<file path="config.mk">
export PLATFORM = sky130hd
export DESIGN_NAME = fifo_param_flat
export DESIGN_NICKNAME = d
export VERILOG_FILES = /design/src/rtl/fifo_param_pkg.sv /design/src/rtl/fifo_param_if.sv /design/src/rtl/fifo_param_dpram.sv /design/src/rtl/fifo_param.sv /design/src/flat_wrapper.sv
export SDC_FILE = /design/constraint.sdc
export NUM_CORES = 1
export LEC_CHECK = 0
export CAP_MARGIN = 20
export CORE_MARGIN = 3
export CORE_UTILIZATION = 30
export CTS_BUF_LIST = sky130_fd_sc_hd__clkbuf_4
export CTS_CLUSTER_SIZE = 25
export DETAILED_ROUTE_END_ITERATION = 7
export GPL_ROUTABILITY_DRIVEN = 0
export PLACE_DENSITY = 0.52
export SETUP_SLACK_MARGIN = 0.05
export SYNTH_ARGS = -nofsm -noshare
export SYNTH_HDL_FRONTEND = slang
export SYNTH_SLANG_ARGS = --single-unit
</file>
<file path="constraint.sdc">
create_clock -name clk -period 3.1 [get_ports clk]
set_input_delay 0.31 -clock clk [delete_from_list [all_inputs] [get_ports clk]]
set_output_delay 0.31 -clock clk [all_outputs]
set_load 0.05 [all_outputs]
</file>
<file path="src/rtl/fifo_param_pkg.sv">
// Shared constants, flag bundle and elaboration-time helpers for the parametrised FWFT FIFO.
// Optional error flags are enabled by defining FIFO_ERR_FLAGS_EN.
package fifo_param_pkg;

  localparam int unsigned FIFO_MIN_DEPTH = 4;
  localparam int unsigned FIFO_MAX_DEPTH = 256;

  typedef struct packed {
    logic empty;
    logic full;
    logic almost_empty;
    logic almost_full;
  } fifo_flags_t;

  function automatic int unsigned clog2(input int unsigned value);
    int unsigned r;
    r = 0;
    while ((32'd1 << r) < value) r++;
    return r;
  endfunction

  // Depth must be a power of two in range; levels must be reachable by the counter.
  function automatic bit params_ok(input int unsigned width, input int unsigned depth,
                                   input int unsigned af_level, input int unsigned ae_level);
    return (width >= 1) &&
           (depth >= FIFO_MIN_DEPTH) && (depth <= FIFO_MAX_DEPTH) &&
           ((depth & (depth - 1)) == 0) &&
           (af_level >= 1) && (af_level <= depth) &&
           (ae_level <= depth - 1);
  endfunction

endpackage

</file>
<file path="src/rtl/fifo_param_if.sv">
// Handshake/data bundle between a FIFO user (master) and fifo_param (slave).
// Error-flag signals exist only when FIFO_ERR_FLAGS_EN is defined.
interface fifo_param_if import fifo_param_pkg::*; #(
  parameter int unsigned WIDTH = 8,
  parameter int unsigned DEPTH = 16
) ();

  logic [WIDTH-1:0]       data_in;
  logic                   write;
  logic                   read;
  logic [WIDTH-1:0]       data_out;
  logic                   empty;
  logic                   full;
  logic                   almost_empty;
  logic                   almost_full;
  logic [clog2(DEPTH):0]  count;
`ifdef FIFO_ERR_FLAGS_EN
  logic                   overflow;
  logic                   underflow;
  logic                   err_clr;

  modport master (
    output data_in, write, read, err_clr,
    input  data_out, empty, full, almost_empty, almost_full, count, overflow, underflow
  );
  modport slave (
    input  data_in, write, read, err_clr,
    output data_out, empty, full, almost_empty, almost_full, count, overflow, underflow
  );
`else
  modport master (
    output data_in, write, read,
    input  data_out, empty, full, almost_empty, almost_full, count
  );
  modport slave (
    input  data_in, write, read,
    output data_out, empty, full, almost_empty, almost_full, count
  );
`endif

endinterface

</file>
<file path="src/rtl/fifo_param_dpram.sv">
// WIDTH x DEPTH simple dual-port RAM: synchronous write, asynchronous read (distributed RAM).
module fifo_dpram #(
  parameter int unsigned WIDTH = 8,
  parameter int unsigned DEPTH = 16,
  parameter int unsigned AW    = 4
) (
  input  logic             clk,
  input  logic             we,
  input  logic [AW-1:0]    waddr,
  input  logic [WIDTH-1:0] wdata,
  input  logic [AW-1:0]    raddr,
  output logic [WIDTH-1:0] rdata
);

  logic [WIDTH-1:0] mem [DEPTH];

  always_ff @(posedge clk) begin
    if (we) mem[waddr] <= wdata;
  end

  assign rdata = mem[raddr];

endmodule

</file>
<file path="src/rtl/fifo_param.sv">
// Parametrised synchronous first-word-fall-through FIFO with fill count and registered flags.
// Define FIFO_ERR_FLAGS_EN to add sticky overflow/underflow flags with err_clr.
module fifo_param import fifo_param_pkg::*; #(
  parameter int unsigned WIDTH    = 8,
  parameter int unsigned DEPTH    = 16,
  parameter int unsigned AF_LEVEL = 14,
  parameter int unsigned AE_LEVEL = 2
) (
  input logic          clk,
  input logic          rst,
  fifo_param_if.slave  bus
);

  localparam int unsigned AW = clog2(DEPTH);
  localparam int unsigned CW = AW + 1;
  localparam logic [CW-1:0] CNT_FULL = CW'(DEPTH);
  localparam logic [CW-1:0] AF_L     = CW'(AF_LEVEL);
  localparam logic [CW-1:0] AE_L     = CW'(AE_LEVEL);
  localparam fifo_flags_t   FLAGS_RST = '{empty: 1'b1, full: 1'b0, almost_empty: 1'b1, almost_full: 1'b0};

  if (!params_ok(WIDTH, DEPTH, AF_LEVEL, AE_LEVEL)) begin : g_param_check
    $error("fifo_param: illegal parameters WIDTH=%0d DEPTH=%0d AF_LEVEL=%0d AE_LEVEL=%0d",
           WIDTH, DEPTH, AF_LEVEL, AE_LEVEL);
  end

  logic [AW-1:0] wr_ptr, rd_ptr;
  logic [CW-1:0] cnt, cnt_nxt;
  fifo_flags_t   flags_q, flags_d;
  logic          wr_acc, rd_acc;

  // A write while full is still accepted when a read frees the head slot in the same cycle.
  assign wr_acc = bus.write & (~flags_q.full | bus.read);
  assign rd_acc = bus.read & ~flags_q.empty;

  always_comb begin
    cnt_nxt = cnt;
    case ({wr_acc, rd_acc})
      2'b10:   cnt_nxt = cnt + CW'(1);
      2'b01:   cnt_nxt = cnt - CW'(1);
      default: cnt_nxt = cnt;
    endcase
  end

  always_comb begin
    flags_d              = FLAGS_RST;
    flags_d.empty        = (cnt_nxt == '0);
    flags_d.full         = (cnt_nxt == CNT_FULL);
    flags_d.almost_empty = (cnt_nxt <= AE_L);
    flags_d.almost_full  = (cnt_nxt >= AF_L);
  end

  always_ff @(posedge clk) begin
    if (rst) begin
      wr_ptr  <= '0;
      rd_ptr  <= '0;
      cnt     <= '0;
      flags_q <= FLAGS_RST;
    end else begin
      if (wr_acc) wr_ptr <= wr_ptr + AW'(1);
      if (rd_acc) rd_ptr <= rd_ptr + AW'(1);
      cnt     <= cnt_nxt;
      flags_q <= flags_d;
    end
  end

  fifo_dpram #(.WIDTH(WIDTH), .DEPTH(DEPTH), .AW(AW)) u_ram (
    .clk   (clk),
    .we    (wr_acc),
    .waddr (wr_ptr),
    .wdata (bus.data_in),
    .raddr (rd_ptr),
    .rdata (bus.data_out)
  );

  assign bus.count        = cnt;
  assign bus.empty        = flags_q.empty;
  assign bus.full         = flags_q.full;
  assign bus.almost_empty = flags_q.almost_empty;
  assign bus.almost_full  = flags_q.almost_full;

`ifdef FIFO_ERR_FLAGS_EN
  logic overflow_q, underflow_q;

  // Setting wins over err_clr so an error in the clearing cycle is not lost.
  always_ff @(posedge clk) begin
    if (rst) begin
      overflow_q  <= 1'b0;
      underflow_q <= 1'b0;
    end else begin
      if (bus.write & flags_q.full & ~bus.read) overflow_q <= 1'b1;
      else if (bus.err_clr)                     overflow_q <= 1'b0;
      if (bus.read & flags_q.empty)             underflow_q <= 1'b1;
      else if (bus.err_clr)                     underflow_q <= 1'b0;
    end
  end

  assign bus.overflow  = overflow_q;
  assign bus.underflow = underflow_q;
`endif

endmodule

</file>
<file path="src/flat_wrapper.sv">
// flat-port wrapper written by rule: the top's interface ports become plain ports
module fifo_param_flat import fifo_param_pkg::*;
#(
  parameter int unsigned WIDTH    = 8,
  parameter int unsigned DEPTH    = 16,
  parameter int unsigned AF_LEVEL = 14,
  parameter int unsigned AE_LEVEL = 2
)
  (clk, rst, bus_data_in, bus_write, bus_read, bus_data_out, bus_empty, bus_full, bus_almost_empty, bus_almost_full, bus_count);
  fifo_param_if #(.WIDTH(WIDTH), .DEPTH(DEPTH)) bus_i ();
  input logic clk;
  input logic rst;
  input wire logic [$bits(bus_i.data_in)-1:0] bus_data_in;
  input wire logic [$bits(bus_i.write)-1:0] bus_write;
  input wire logic [$bits(bus_i.read)-1:0] bus_read;
  output wire logic [$bits(bus_i.data_out)-1:0] bus_data_out;
  output wire logic [$bits(bus_i.empty)-1:0] bus_empty;
  output wire logic [$bits(bus_i.full)-1:0] bus_full;
  output wire logic [$bits(bus_i.almost_empty)-1:0] bus_almost_empty;
  output wire logic [$bits(bus_i.almost_full)-1:0] bus_almost_full;
  output wire logic [$bits(bus_i.count)-1:0] bus_count;
  assign bus_i.data_in = bus_data_in;
  assign bus_i.write = bus_write;
  assign bus_i.read = bus_read;
  assign bus_data_out = bus_i.data_out;
  assign bus_empty = bus_i.empty;
  assign bus_full = bus_i.full;
  assign bus_almost_empty = bus_i.almost_empty;
  assign bus_almost_full = bus_i.almost_full;
  assign bus_count = bus_i.count;
  fifo_param #(.WIDTH(WIDTH), .DEPTH(DEPTH), .AF_LEVEL(AF_LEVEL), .AE_LEVEL(AE_LEVEL)) u_core (.clk(clk), .rst(rst), .bus(bus_i));
endmodule
</file>
==> reports/results.ini <==
[clocking]
clock_latency_ps=540
post-cts-setup-buffers=0
cts_made_buffers=17
clockRootBuffer=clkbuf_4
cts_tree=done
hold_buffers=0
path_clk_slew_ps=120
clkSinkCount=149
h-tree-depth=4
cts_buffer_depth=2

[detailed_routing]
dr.pass1.iters=4
wl_per_cell_um=19.4
drt_iter0_drc=162
wirelength_mm=12.4
avgViaCountPerCell=4.64
vias=2963
drc=0
ant_nets=0

[final_layout]
post-route-util_pct=35.8
final_nets=381
areaGrowthSynthToFinish_pct=16.6
final_cells=638
diodes=0
drive_above_1_share_pct=21.7
final_cell_mix=edfxtp_1 (128), buf_4 (31), nor2_1 (28), mux4_1 (24)
layout_commonest_cell=edfxtp_1
final_area_sq_um=7020

[synth]
syn_inst=305
synth_edf_count=128
netlist_area_sq_um=6020
synth-seq-cells=149
synth_fp_nets=326
async_flop_share_pct=0
ys_warn_count=0
yosysSeqAreaShare_pct=70.8
yosysUniqueCellTypes=38
synthFlopType=edfxtp_1
syn_area_per_cell_sq_um=19.7

[worst_setup_path]
crit_path_max_fanout=24
reg2reg_from=u_core.bus.full
critPathArrivalTime_ps=2550
start_kind=register
r2r_cells=10
r2r-end=u_core.bus.almost_full
slowest_delay_ps=620
cp_slowest_cell=mux4_1
end_kind=output port
path_cells=buf_12 -> mux4_1 -> mux4_2 -> buf_4
rrSetupSlack_ps=660
required_ps=2790
crit_type=reg -> out

[outcome]
outcome=completed

[placement]
post_dp_cell_area_sq_um=6700
place_hpwl_mm=8.01
port_buffers=28
dp.cells=606

[die]
io_pins=29
die_x_um=148
fp.coreArea_sq_um=19600
num_rows=51
dieArea_sq_um=21800
die_h_um=148
start_util_pct=30.7

[power]
peakVddDrop_mv=0.510
leakage_nw=2.31
powerDensity_nw_per_um2=679

[sta]
worst_slew_pin_slew_ps=774
hold_viol_final=0
slew_headroom_pct=48.4
slew_viol_final=0
period_share_pct=92.4
period_minus_slack_ps=2860
setup_tns_ps=0
clock_skew_ps=19.0
setup_viol=0
max_freq_ghz=0.349
rsz0062_at_grt=false

[hold_path]
hp-start=u_core.rd_ptr[3]
holdPathStages=2
worstHoldPathType=reg -> reg

[global_route]
grt_pass1_vias=3100
grt_pass1_wl_mm=18.8
antenna_found_initial=0
gr-total-overflow=0
grt_max_degree=33
grtUsageTotal_pct=11.9

[run]
maxCapViolCount=0

==> final cells by class <==
class                           instances  area [sq um]
Clock buffer                           17           128
Clock inverter                         15           191
Fill cell                            1855         12600
Inverter                                5          18.8
Multi-Input combinational cell        135          1630
Sequential cell                       149          4270
Tap cell                              265           332
Timing Repair Buffer                   52           453
==> cells by family after synthesis <==
| group | after synthesis | synth area share, % |
|---|---|---|
| DFF | 149 | 70.8 |
| adders and majority gates | 9 | 1.87 |
| and+or+nand+nor | 57 | 4.57 |
| AOI/OAI and AO/OA | 13 | 1.70 |
| muxes | 45 | 17.3 |
| buffers and inverters | 21 | 2.14 |
| xor gates and xnor gates | 11 | 1.60 |
==> Yosys cell counts (2+ instances only) <==
cell type | number | share of area [%]
nand2b_1 | 5 | 0.52
buf_8 | 2 | 0.50
buf_1 | 3 | 0.19
buf_2 | 3 | 0.25
nor3b_1 | 3 | 0.37
xnor2_1 | 3 | 0.44
nor2_1 | 28 | 1.7
edfxtp_1 | 128 | 64
nor3_1 | 4 | 0.33
ha_1 | 9 | 1.9
inv_1 | 5 | 0.31
mux2i_1 | 5 | 0.83
mux4_2 | 16 | 6.0
mux4_1 | 24 | 10
clkbuf_1 | 6 | 0.37
o211ai_1 | 2 | 0.25
dfxtp_1 | 21 | 7.0
xor2_1 | 8 | 1.2
o21a_1 | 2 | 0.25
nand2_1 | 8 | 0.50
nand4_1 | 3 | 0.31
==> state kept, by name, indices dropped and copies added (netlist names), named ones only <==
signal	count
u_core.rd_ptr	4
u_core.u_ram.mem	128
u_core.bus.almost_full	1
u_core.bus.almost_empty	1
u_core.wr_ptr	4
u_core.bus.empty	1
u_core.bus.count	5
u_core.bus.full	1
==> where the power goes <==
part,internal [mW],switching [mW],leakage [nW],total (mW)
Sequential,2.26,0.0971,1.33,2.36
Combinational,0.473,0.610,0.807,1.08
Clock,0.584,0.744,0.172,1.33
Total,3.32,1.45,2.31,4.77
==> through the flow <==
stage	hold slack [ps]	power [mW]	setup WS, ps
5_1_grt	552	4.98	74.3
3_5_place_dp	512	3.50	176
4_1_cts	536	4.83	127
3_3_place_gp	506	3.48	264
6_report	525	4.77	235
2_1_floorplan	409	3.18	226
==> repair_timing <==
action | in CTS | in global routing
gates resized for setup | 1 | 0
endpoints found under the setup margin | 3 | 0
endpoints found under the hold margin | 0 | 0
==> how the worst max path moves through the flow <==
| stage | startpoint | endpoint | depth (start not counted) |
|---|---|---|---|
| after floorplan | u_core.bus.full | u_core.bus.almost_empty | 11 |
| after global placement | bus_read | u_core.bus.almost_full | 12 |
| after detailed placement | bus_read | u_core.bus.almost_full | 12 |
| after CTS | register | bus_data_out[4] | 4 |
| after global routing | register | bus_data_out[4] | 4 |
| final | register | bus_data_out[4] | 4 |
==> metal layers <==
metal / vias to the layer above / part of all wire [%] / GRT usage (%)
li1: 1354 / - / -
met1: 1539 / 46 / 15.8
met2: 62 / 49 / 18.9
met3: 8 / 3.6 / 3.89
met4: 0 / 0.58 / 2.94
met5: - / 0 / 0
==> worst max-delay path, delay by kind of cell, from the launching register on <==
family	cells	cell delay [ps]
multiplexers	2	1090
flip-flops	1	480
buffers and inverters	2	450
Power figures use the tool's default switching activity.
